===== config.mk =====
export PLATFORM = sky130hd
export DESIGN_NAME = king_locator
export DESIGN_NICKNAME = d
export VERILOG_FILES = /design/src/rtl/chesstypes.sv /design/src/rtl/king_square_match.sv /design/src/rtl/king_locator.sv
export SDC_FILE = /design/constraint.sdc
export NUM_CORES = 1
export LEC_CHECK = 0
export CAP_MARGIN = 20
export CORE_AREA = 2 2 104 106
export DETAILED_ROUTE_END_ITERATION = 6
export DIE_AREA = 0 0 106 108
export GPL_ROUTABILITY_DRIVEN = 0
export PLACE_DENSITY = 0.84
export SLEW_MARGIN = 0
export SYNTH_ARGS = -nofsm -noshare
export SYNTH_HDL_FRONTEND = slang
export SYNTH_HIERARCHICAL = 1
export SYNTH_SLANG_ARGS = --single-unit

===== constraint.sdc =====
create_clock -name clk -period 5.6 [get_ports clk]
set_input_delay 1.4 -clock clk [delete_from_list [all_inputs] [get_ports clk]]
set_output_delay 1.4 -clock clk [all_outputs]
set_load 0.05 [all_outputs]

===== src/rtl/chesstypes.sv =====
// Shared chess type definitions: piece/colour encodings and the board-square record.
// Latency: n/a (types and constants only).
// Backpressure: n/a.
package chesstypes;

    localparam int NSQUARES = 64;

    typedef enum logic [2:0] {
        EMPTY  = 3'd0,
        PAWN   = 3'd1,
        KNIGHT = 3'd2,
        BISHOP = 3'd3,
        ROOK   = 3'd4,
        QUEEN  = 3'd5,
        KING   = 3'd6
    } piece_t;

    typedef enum logic {
        WHITE = 1'b0,
        BLACK = 1'b1
    } color_t;

    typedef struct packed {
        color_t color;
        piece_t piece;
    } fullpiece_t;

endpackage


===== src/rtl/king_square_match.sv =====
// Flags a square holding the king of a given colour; shared with the king-on-square check.
// Latency: purely combinational, zero cycles.
// Backpressure: none.
module king_square_match
    import chesstypes::*;
(
    input  fullpiece_t sq,
    input  color_t     c,
    output logic       match
);

    // A match needs both the piece type and the owning colour to agree
    always_comb begin
        match = (sq.piece == KING) && (sq.color == c);
    end

endmodule


===== src/rtl/king_locator.sv =====
// Scans the board one square per cycle for the king of the requested colour.
// Latency: fixed 65 cycles from accepted start to done, no early exit.
// Backpressure: start is only accepted while busy is low; starts during a scan are dropped.
module king_locator
    import chesstypes::*;
(
    input  logic                      clk,
    input  logic                      rst,
    input  fullpiece_t [NSQUARES-1:0] board,
    input  color_t                    playing,
    input  logic                      start,
    output logic                      busy,
    output logic                      done,
    output logic                      result_valid,
    output logic [5:0]                king_pos,
    output logic                      found,
    output logic                      multiple
);

    typedef enum logic [1:0] {
        IDLE   = 2'd0,
        SCAN   = 2'd1,
        REPORT = 2'd2
    } state_t;

    localparam logic [5:0] LAST_IDX = 6'(NSQUARES - 1);

    state_t     state;
    state_t     state_nxt;

    // Scan bookkeeping
    logic [5:0] idx;
    logic [5:0] idx_d;
    color_t     playing_q;
    color_t     playing_q_d;

    // Working registers: position of the first hit and a saturating hit count (0, 1, 2+)
    logic [5:0] first_pos_w;
    logic [5:0] first_pos_d;
    logic [1:0] count_w;
    logic [1:0] count_d;

    // Next values of the registered outputs
    logic       busy_d;
    logic       done_d;
    logic       result_valid_d;
    logic [5:0] king_pos_d;
    logic       found_d;
    logic       multiple_d;

    logic       sq_match;
    logic       last_sq;

    king_square_match u_match (
        .sq    (board[idx]),
        .c     (playing_q),
        .match (sq_match)
    );

    assign last_sq = (idx == LAST_IDX);

    // State register
    always_ff @(posedge clk or posedge rst) begin
        if (rst) begin
            state <= IDLE;
        end else begin
            state <= state_nxt;
        end
    end

    // Next-state logic: REPORT behaves like IDLE for an incoming start
    always_comb begin
        state_nxt = state;
        case (state)
            IDLE:    if (start) state_nxt = SCAN;
            SCAN:    if (last_sq) state_nxt = REPORT;
            REPORT:  state_nxt = start ? SCAN : IDLE;
            default: state_nxt = IDLE;
        endcase
    end

    // Output/datapath next values; everything is registered below so outputs are glitch-free
    always_comb begin
        idx_d          = idx;
        playing_q_d    = playing_q;
        first_pos_d    = first_pos_w;
        count_d        = count_w;
        done_d         = 1'b0;
        result_valid_d = result_valid;
        king_pos_d     = king_pos;
        found_d        = found;
        multiple_d     = multiple;

        case (state)
            IDLE, REPORT: begin
                if (start) begin
                    // Previous results stay visible; only their valid flag drops
                    playing_q_d    = playing;
                    idx_d          = '0;
                    first_pos_d    = '0;
                    count_d        = '0;
                    result_valid_d = 1'b0;
                end
            end
            SCAN: begin
                idx_d = idx + 6'd1;
                if (sq_match) begin
                    if (count_w == 2'd0) begin
                        first_pos_d = idx;
                    end
                    if (count_w != 2'd2) begin
                        count_d = count_w + 2'd1;
                    end
                end
                // The final square's contribution is folded in before publishing
                if (last_sq) begin
                    done_d         = 1'b1;
                    result_valid_d = 1'b1;
                    king_pos_d     = first_pos_d;
                    found_d        = (count_d != 2'd0);
                    multiple_d     = (count_d == 2'd2);
                end
            end
            default: begin
                idx_d = '0;
            end
        endcase

        busy_d = (state_nxt == SCAN);
    end

    // Datapath and output registers
    always_ff @(posedge clk or posedge rst) begin
        if (rst) begin
            idx          <= '0;
            playing_q    <= WHITE;
            first_pos_w  <= '0;
            count_w      <= '0;
            busy         <= 1'b0;
            done         <= 1'b0;
            result_valid <= 1'b0;
            king_pos     <= '0;
            found        <= 1'b0;
            multiple     <= 1'b0;
        end else begin
            idx          <= idx_d;
            playing_q    <= playing_q_d;
            first_pos_w  <= first_pos_d;
            count_w      <= count_d;
            busy         <= busy_d;
            done         <= done_d;
            result_valid <= result_valid_d;
            king_pos     <= king_pos_d;
            found        <= found_d;
            multiple     <= multiple_d;
        end
    end

endmodule


==> results of run 1 <==
worst register-to-register path, cell delays in order, from the launching register on:
cell	delay [ns]
dfrtp_2	1.12
buf_4	0.45
mux4_2	0.35
a221oi_1	0.27
o21ai_0	0.13
nand2_1	0.09
a41oi_1	0.07
nor3_2	0.47
nand2_1	0.34
nor2_1	0.57
o21ai_0	0.22
cell usage after synthesis, types with 2 or more instances:
library cell	n
and2_1	2
o211ai_1	2
nand3_1	7
nor2_1	17
inv_1	6
a22oi_1	12
a31o_2	2
mux4_1	9
nand2b_1	2
mux2_2	7
dfrtp_1	28
o211ai_2	2
buf_2	10
mux4_2	47
a211oi_1	3
nor2b_1	5
o21ai_0	17
o22ai_1	2
o21ai_1	2
a221oi_1	2
and3_1	3
clkbuf_1	8
a31oi_1	2
nand2_1	36
ha_1	3
mux2i_1	33
o311a_1	2
buf_4	9
nor3_2	2
a21oi_1	13
buf_6	3
a41oi_1	2
xor2_1	2
worst max path at each step:
stage	endpoint	slack (ns)	cells after the start
after floorplan	first_pos_w[0]	1.78	11
after global placement	first_pos_w[0]	1.09	10
after detailed placement	first_pos_w[0]	0.91	10
after CTS	first_pos_w[0]	1.17	10
after global routing	first_pos_w[0]	0.89	10
final	first_pos_w[0]	1.14	10
metrics by stage:
| stage | setup WS [ns] | total power (uW) | util | hold WS [ns] |
|---|---|---|---|---|
| floorplan | 1.78 | 1400 | - | 0.498 |
| CTS | 1.17 | 1910 | 0.613 | 0.500 |
| finish | 1.14 | 1900 | 0.615 | 0.496 |
| detailed placement | 0.908 | 1750 | 0.606 | 0.479 |
| global placement | 1.09 | 1730 | 0.606 | 0.473 |
| global route | 0.890 | 2040 | 0.615 | 0.509 |
kinds of logic after synthesis:
logic type	share of synthesized area
mux	0.487
compound gates	0.129
flops	0.200
fa+ha+maj	0.0107
simple gates	0.104
xor+xnor	0.00500
buf+inv	0.0650
registers in the layout (all words and copies together), names as in the netlist:
signal and count:
done 1, multiple 1, count_w 2, first_pos_w 6
playing_q 1, busy 1, idx 6, state 2
result_valid 1, found 1, king_pos 6
per-layer routing:
metal / track usage / up-vias / wire, um
met5: 0 / - / 23
met4: 0.0545 / 4 / 283
met3: 0.0573 / 26 / 1160
met2: 0.451 / 188 / 7980
met1: 0.316 / 1846 / 5400
li1: - / 1755 / -
where the power goes:
group          switching [uW]  total (uW)  leakage [uW]  internal [uW]
clock network            61.9         158     0.0000357           95.7
registers                 233         476      0.000361            243
logic                     499        1270       0.00198            773
total                     793        1900       0.00238           1110
final cells by class:
type	count	area, um2
clock buffer	3	41.3
tap	136	170
fill	806	3940
sequential	28	707
timing repair buffer	274	2750
multi-input combinational	248	2570
clock inverter	1	30.0
inverter	6	22.5
==> results.md, run 1 <==
- First-pass GRT wire length: 21900 um
- Cell area power density: 303 nW/um2
- Crit path launch: board[195]
- Nature of the critical path endpoint: register
- Most frequent cells in the layout: clkdlybuf4s50_1 (270), mux4_2 (47), nand2_1 (36), mux2i_1 (33), dfrtp_1 (25)
- Yosys reg bits: 28
- Yosys Warn Count: 6
- Cts hold-fix bufs: 0
- DR vias/cell: 5.49
- Antenna viol nets, final: 0
- Synth cell types: 45
- Layout cells sized above 1: 0.129
- Design area: 6300 um2
- Detailed Routing Iterations Pass 1: 5
- Commonest non-fill, non-tap cell in the layout: clkdlybuf4s50_1
- Setup violators final: 0
- Initial antenna violation count: 2
- VDD IR max: 0.295 mV
- R2R setup slack: 1.38 ns
- Critical path startpoint category: primary input
- I/O pin count: 271
- Starting density of the core: 0.342
- Hold Crit Start: result_valid
- RSZ-0062 raised after global routing: false
- WL/cell: 21.3 um
- Total grt overflow: 0
- Asr flop ratio synth: 1.00
- Initial DRC Count: 309
- Post-Syn Area: 3500 um2
- Row count: 37
- Crit-path cells: clkdlybuf4s50_1, mux4_1, mux2_2, o211ai_2, a211oi_1, xor2_1, nor3_2, nand2_1, nor2_1, o21ai_0
- Slew margin rel.: 0.257
- Reg2reg start: idx[2]
- Critical-path top delay cell: nor2_1
- Root Driver: clkbuf_8
- Post-CTS setup repair buffer count: 0
- Clock Latency Late Sink: 0.27 ns
- Final worst path period need: 4.46 ns
- H-tree levels: 1
- Num CTS Buffers: 3
- Worst endpoint data arrival time: 4.58 ns
- Achievable Freq: 224 MHz
- Critical path type: primary input to register
- Register area share after synthesis: 0.200
- Largest net degree at the start of global routing: 62
- Post-synth EDFFs: 0
- Worst stage delay on the critical path: 0.57 ns
- Fin. max-slew vios: 0
- Setup tns final: 0 ns
- Via count: 3819
- Sum of buffers and inverters on the critical path: 1
- FF-to-FF path depth: 10
- R2r endpoint: first_pos_w[0]
- Hold Path End: result_valid
- Clock Skew: 0.00697 ns
- Final std cells w/o fill: 696
- CP top delay family: simple AND/OR/NAND/NOR gates
- Area fraction of the dominant cell type after synthesis: 0.302
- Synth Net Count: 577
- CTS tree: done
- Die X: 106 um
- Top_reg_cell synth: dfrtp_1
- Vias in the first global route: 4003
- CTS sink cnt: 28
- Die area: 11400 um2
- Syn-to-layout area delta: 79.8%
- Slew @ Worst Pin: 1.11 ns
- Detailed Place HPWL: 12600 um
- Placed instance area: 6200 um2
- Top post-synthesis cells by area: mux4_2 (30%), dfrtp_1 (20%), mux2i_1 (9.4%)
- Core ar.: 10200 um2
- Total Wirelength: 14800 um
- Reg clk slew, reported paths: 0.09 ns
- Final Cycle Share: 0.796
- # diodes: 0
- Yosys top cell by area: mux4_2
- CTS resizes: 0
- Leakage: 0.00238 uW
- Placed Instances: 691
- Drt drc: 0
- All-Layer GR Usage: 0.253
- Mapped Cells: 314
- Worst min path class: register to register
- Final Net Count: 824
- Final hold viol count: 0
- Syn Area/Cell: 11.1 um2
- Max Buffers Root-to-Sink: 2
- Hold depth: 1
- Max-cap violations: 0
- Outcome: finished clean
- PortBufs: 270
- Die height: 108 um
- Max Fanout on Critical Path: 12
- Data required, critical path: 5.72 ns
Note: power is estimated with default switching activity, not from simulation.
==> inputs of run 2 (changes only) <==
--- a/config.mk
+++ b/config.mk
@@ -6,11 +6,10 @@
 export NUM_CORES = 1
 export LEC_CHECK = 0
 export CAP_MARGIN = 20
-export CORE_AREA = 2 2 104 106
+export CORE_UTILIZATION = 31
 export DETAILED_ROUTE_END_ITERATION = 6
-export DIE_AREA = 0 0 106 108
 export GPL_ROUTABILITY_DRIVEN = 0
-export PLACE_DENSITY = 0.84
+export PLACE_DENSITY = 0.8
 export SLEW_MARGIN = 0
 export SYNTH_ARGS = -nofsm -noshare
 export SYNTH_HDL_FRONTEND = slang
==> constraint.sdc (replaced) <==
create_clock -name clk -period 4 [get_ports clk]
set_input_delay 1 -clock clk [delete_from_list [all_inputs] [get_ports clk]]
set_output_delay 1 -clock clk [all_outputs]
set_load 0.05 [all_outputs]
==> results.md, run 2 (synthesis gave the netlist of run 1 again) <==
- Die X: 108 um (was 106 um)
- Most frequent cells in the layout: clkdlybuf4s50_1 (270), mux4_2 (47), nand2_1 (36), mux2i_1 (33), dfrtp_1 (25) (unchanged)
- Leakage: 0.00244 uW (was 0.00238 uW)
- Row count: 38 (was 37)
- Core ar.: 10900 um2 (was 10200 um2)
- Internal: 1680 uW (was 1110 uW)
- Tot Pwr: 2830 uW (was 1900 uW)
- Fin. max-slew vios: 0 (unchanged)
- H-tree levels: 1 (unchanged)
- CTS resizes: 0 (unchanged)
- Via count: 3883 (was 3819)
- R2r endpoint: first_pos_w[5] (was first_pos_w[0])
- Nature of the critical path endpoint: register (unchanged)
- Worst Slack Setup Final: 0.244 ns (was 1.14 ns)
- Outcome: finished clean (unchanged)
- Die height: 108 um (about the same)
- Fillers: 922 (was 806)
- Reg power frac: 0.195 (was 0.250)
- # diodes: 0 (unchanged)
- Starting density of the core: 0.320 (was 0.342)
- Regs by FF count: first_pos_w x6, idx x6, king_pos x6 (unchanged)
- CTS tree: done (unchanged)
- Hold Path End: result_valid (unchanged)
- Root Driver: clkbuf_16 (was clkbuf_8)
- Total grt overflow: 0 (unchanged)
- Post-CTS setup repair buffer count: 0 (unchanged)
- Critical path startpoint category: primary input (unchanged)
- Layout cells sized above 1: 0.142 (was 0.129)
- Cell area power density: 440 nW/um2 (was 303 nW/um2)
- Max Fanout on Critical Path: 12 (unchanged)
- Final Net Count: 833 (was 824)
- CTS sink cnt: 28 (unchanged)
- DR vias/cell: 5.48 (was 5.49)
- Total Wirelength: 14800 um (about the same)
- Setup tns final: 0 ns (unchanged)
- Final hold slack: 0.485 ns (was 0.496 ns)
- Slew @ Worst Pin: 0.891 ns (was 1.11 ns)
- Reg2reg start: idx[0] (was idx[2])
- Clock Skew: 0.00543 ns (was 0.00697 ns)
- Commonest non-fill, non-tap cell in the layout: clkdlybuf4s50_1 (unchanged)
- R2R setup slack: 0.36 ns (was 1.38 ns)
- Slew margin rel.: 0.403 (was 0.257)
- Reg clk slew, reported paths: 0.07 ns (was 0.09 ns)
- FF-to-FF path depth: 13 (was 10)
- Drt drc: 0 (unchanged)
- Hold depth: 1 (unchanged)
- All-Layer GR Usage: 0.248 (was 0.253)
- Comb power frac: 0.700 (was 0.667)
- Achievable Freq: 266 MHz
- Initial DRC Count: 236 (was 309)
- Cts hold-fix bufs: 0 (unchanged)
- WL/cell: 20.9 um (was 21.3 um)
- Die area: 11700 um2 (was 11400 um2)
- PortBufs: 270 (unchanged)
- Hold Crit Start: result_valid (unchanged)
- Syn-to-layout area delta: 83.2% (was 79.8%)
- Clk network pwr share: 0.105 (was 0.083)
- RSZ-0062 raised after global routing: false (unchanged)
- Vias in the first global route: 4035 (was 4003)
- Max Buffers Root-to-Sink: 2 (unchanged)
- Switch Pwr: 1150 uW (was 793 uW)
- Initial antenna violation count: 0 (was 2)
- Setup violators final: 0 (unchanged)
- Sw frac: 0.407 (was 0.416)
- Final Cycle Share: 0.939
- I/O pin count: 271 (unchanged)
- Max-cap violations: 0 (unchanged)
- Data required, critical path: 4.17 ns (was 5.72 ns)
- Worst min path class: register to register (unchanged)
- Clock Latency Late Sink: 0.26 ns (was 0.27 ns)
- Detailed Place HPWL: 12700 um (was 12600 um)
- VDD IR max: 0.298 mV (was 0.295 mV)
- Num CTS Buffers: 3 (unchanged)
- First-pass GRT wire length: 21700 um (was 21900 um)
- Final hold viol count: 0 (unchanged)
- Worst endpoint data arrival time: 3.92 ns (was 4.58 ns)
- Antenna viol nets, final: 0 (unchanged)
- Critical path type: primary input to register (unchanged)
- Detailed Routing Iterations Pass 1: 5 (unchanged)
- Final worst path period need: 3.76 ns
- Setup WS pre-CTS: 0.0539 ns (was 0.908 ns)
- Largest net degree at the start of global routing: 36 (was 62)
==> run 2: cell count changes in the layout (fill, tap and decap cells not counted), sizes merged <==
cell	delta
buf	+9
==> run 2: metal layers <==
layer	GRT usage	vias up	share of wire
li1	-	1772	-
met1	0.301	1881	0.36
met2	0.443	206	0.54
met3	0.0549	24	0.071
met4	0.0666	0	0.023
met5	0	-	0
==> run 2: cell type report <==
cell class / instances / area (um2) / share of cell area
Clock buffer: 3 / 75.1 / 0.0117
Clock inverter: 1 / 30.0 / 0.00468
Inverter: 6 / 22.5 / 0.00351
Multi-Input combinational cell: 248 / 2570 / 0.401
Sequential cell: 28 / 707 / 0.110
Tap cell: 140 / 175 / 0.0273
Timing Repair Buffer: 283 / 2830 / 0.442
==> run 2: worst max path at each step <==
stage | endpoint | slack (ns) | from
floorplan | first_pos_w[0] | 0.58 | board[207]
global placement | first_pos_w[0] | 0.17 | board[207]
detailed placement | found | 0.05 | board[207]
CTS | first_pos_w[5] | 0.29 | board[207]
global route | first_pos_w[5] | 0.1 | idx[0]
finish | first_pos_w[5] | 0.24 | board[207]
==> run 2: per-stage QoR <==
step,std cells,instance area [um2],util
after floorplan,314,3500,-
after global placement,704,6280,0.574
after detailed placement,704,6280,0.574
after CTS,708,6390,0.584
after global routing,709,6410,0.587
final,709,6410,0.587
==> run 2: power groups by stage <==
stage	clock (uW)	combinational, uW	sequential [uW]
6_report	297	1980	552
5_1_grt	313	2130	578
4_1_cts	300	1980	555
3_5_place_dp	0	1970	562
3_3_place_gp	0	1940	558
2_1_floorplan	0	1560	395
==> run 2: worst max-delay path: stages <==
cell,delay (ns)
clkdlybuf4s50_1,0.42
mux4_1,0.51
mux2_2,0.30
o211ai_2,0.14
a211oi_1,0.10
xor2_1,0.16
nor3_2,0.43
nand2_1,0.35
nor2_1,0.17
buf_4,0.18
nand2_1,0.06
o21ai_0,0.11
==> inputs of run 3 (changes only) <==
--- a/config.mk
+++ b/config.mk
@@ -5,7 +5,6 @@
 export SDC_FILE = /design/constraint.sdc
 export NUM_CORES = 1
 export LEC_CHECK = 0
-export CAP_MARGIN = 20
 export CORE_UTILIZATION = 31
 export DETAILED_ROUTE_END_ITERATION = 6
 export GPL_ROUTABILITY_DRIVEN = 0
==> results.md, run 3 (synthesis gave the netlist of run 1 again) <==
- Drt drc: 0 (unchanged)
- VDD IR max: 0.297 mV (was 0.298 mV)
- Max Fanout on Critical Path: 12 (unchanged)
- Clock Skew: 0.00538 ns (was 0.00543 ns)
- Post-CTS setup repair buffer count: 0 (unchanged)
- Setup violators final: 0 (unchanged)
- CTS resizes: 0 (unchanged)
- Critical path startpoint category: primary input (unchanged)
- Setup tns final: 0 ns (unchanged)
- Final hold viol count: 0 (unchanged)
- Layout cells sized above 1: 0.141 (was 0.142)
- Final hold slack: 0.490 ns (was 0.485 ns)
- Final Cycle Share: 0.937 (was 0.939)
- Via count: 3879 (was 3883)
- Initial antenna violation count: 0 (unchanged)
- Num CTS Buffers: 3 (unchanged)
- Core ar.: 10900 um2 (unchanged)
- Regs by FF count: first_pos_w x6, idx x6, king_pos x6 (unchanged)
- Vias in the first global route: 4035 (unchanged)
- Critical path type: primary input to register (unchanged)
- Initial DRC Count: 251 (was 236)
- Tot Pwr: 2820 uW (was 2830 uW)
- Cts hold-fix bufs: 0 (unchanged)
- Die X: 108 um (unchanged)
- RSZ-0062 raised after global routing: false (unchanged)
- Die height: 108 um (unchanged)
- Fin. max-slew vios: 0 (unchanged)
- Most frequent cells in the layout: clkdlybuf4s50_1 (270), mux4_2 (47), nand2_1 (36), mux2i_1 (33), dfrtp_1 (25) (unchanged)
- Clock Latency Late Sink: 0.26 ns (about the same)
- Final Net Count: 832 (was 833)
- Cell area power density: 442 nW/um2 (was 440 nW/um2)
- CTS tree: done (unchanged)
- Design area: 6390 um2 (was 6410 um2)
- Slew @ Worst Pin: 1.04 ns (was 0.891 ns)
- CTS sink cnt: 28 (unchanged)
- Syn-to-layout area delta: 82.5% (was 83.2%)
- Outcome: finished clean (unchanged)
- Detailed Routing Iterations Pass 1: 5 (unchanged)
- Final worst path period need: 3.75 ns (was 3.76 ns)
- Leakage: 0.00243 uW (was 0.00244 uW)
- Starting density of the core: 0.320 (unchanged)
- R2R setup slack: 0.38 ns (was 0.36 ns)
- PortBufs: 270 (unchanged)
- Nature of the critical path endpoint: register (unchanged)
- Worst endpoint data arrival time: 3.91 ns (was 3.92 ns)
- Largest net degree at the start of global routing: 36 (unchanged)
- # diodes: 0 (unchanged)
- Data required, critical path: 4.17 ns (about the same)
- Setup WS pre-CTS: 0.0539 ns (unchanged)
- Slew margin rel.: 0.307 (was 0.403)
- Reg clk slew, reported paths: 0.07 ns (about the same)
- Total grt overflow: 0 (unchanged)
- WL/cell: 21.0 um (was 20.9 um)
- Max-cap violations: 0 (unchanged)
- H-tree levels: 1 (unchanged)
- Antenna viol nets, final: 0 (unchanged)
- All-Layer GR Usage: 0.248 (unchanged)
- I/O pin count: 271 (unchanged)
- Row count: 38 (unchanged)
- Achievable Freq: 267 MHz (was 266 MHz)
- Detailed Place HPWL: 12700 um (unchanged)
- Die area: 11700 um2 (unchanged)
- Root Driver: clkbuf_16 (unchanged)
- Worst min path class: register to register (unchanged)
- Max Buffers Root-to-Sink: 2 (unchanged)
- First-pass GRT wire length: 21700 um (unchanged)
- Placed instance area: 6280 um2 (unchanged)
- Commonest non-fill, non-tap cell in the layout: clkdlybuf4s50_1 (unchanged)
- Total Wirelength: 14900 um (was 14800 um)
- DR vias/cell: 5.48 (about the same)
- Worst Slack Setup Final: 0.253 ns (was 0.244 ns)
[run 3: cell count changes in the layout (fill, tap and decap cells not counted)]
cell | before | now
buf_16 | 1 | 0
[run 3: layout make-up]
cell class | instances | area (um2)
fillers | 927 | 4550
repair buffers | 282 | 2810
multi-input cells | 248 | 2570
flip-flops and latches | 28 | 707
well taps | 140 | 175
clock buffers | 3 | 75.1
clock inverters | 1 | 30.0
inverters | 6 | 22.5
[run 3: path summary, 6_finish.rpt]
path,endpoint,depth (start not counted),from
min in group asynchronous,found,2,rst
max in group asynchronous,idx[0],2,rst
worst min register to register,result_valid,1,result_valid
worst max register to register,first_pos_w[5],13,idx[0]
worst min-delay path,result_valid,1,result_valid
worst max-delay path,first_pos_w[5],12,board[207]
[run 3: worst max-delay path, cell delays in order]
cell             delay (ns)
clkdlybuf4s50_1        0.42
mux4_1                 0.51
mux2_2                 0.30
o211ai_2               0.14
a211oi_1               0.10
xor2_1                 0.16
nor3_2                 0.42
nand2_1                0.34
nor2_1                 0.17
buf_4                  0.18
nand2_1                0.06
o21ai_0                0.11
[run 3: per-stage QoR]
step / instances / util
2_1_floorplan: 314 / -
3_3_place_gp: 704 / 0.574
3_5_place_dp: 704 / 0.574
4_1_cts: 708 / 0.584
5_1_grt: 708 / 0.584
6_report: 708 / 0.584
[run 3: layer usage]
| layer | GRT usage | wire [um] | vias up |
|---|---|---|---|
| met5 | 0 | 0 | - |
| li1 | - | - | 1767 |
| met1 | 0.301 | 5440 | 1876 |
| met3 | 0.0549 | 1100 | 26 |
| met4 | 0.0666 | 346 | 0 |
| met2 | 0.443 | 8000 | 210 |
[run 3: where the power goes]
group	switching [uW]	internal, uW
Clock	96.5	199
Combinational	845	1130
Sequential	207	344
Total	1150	1670
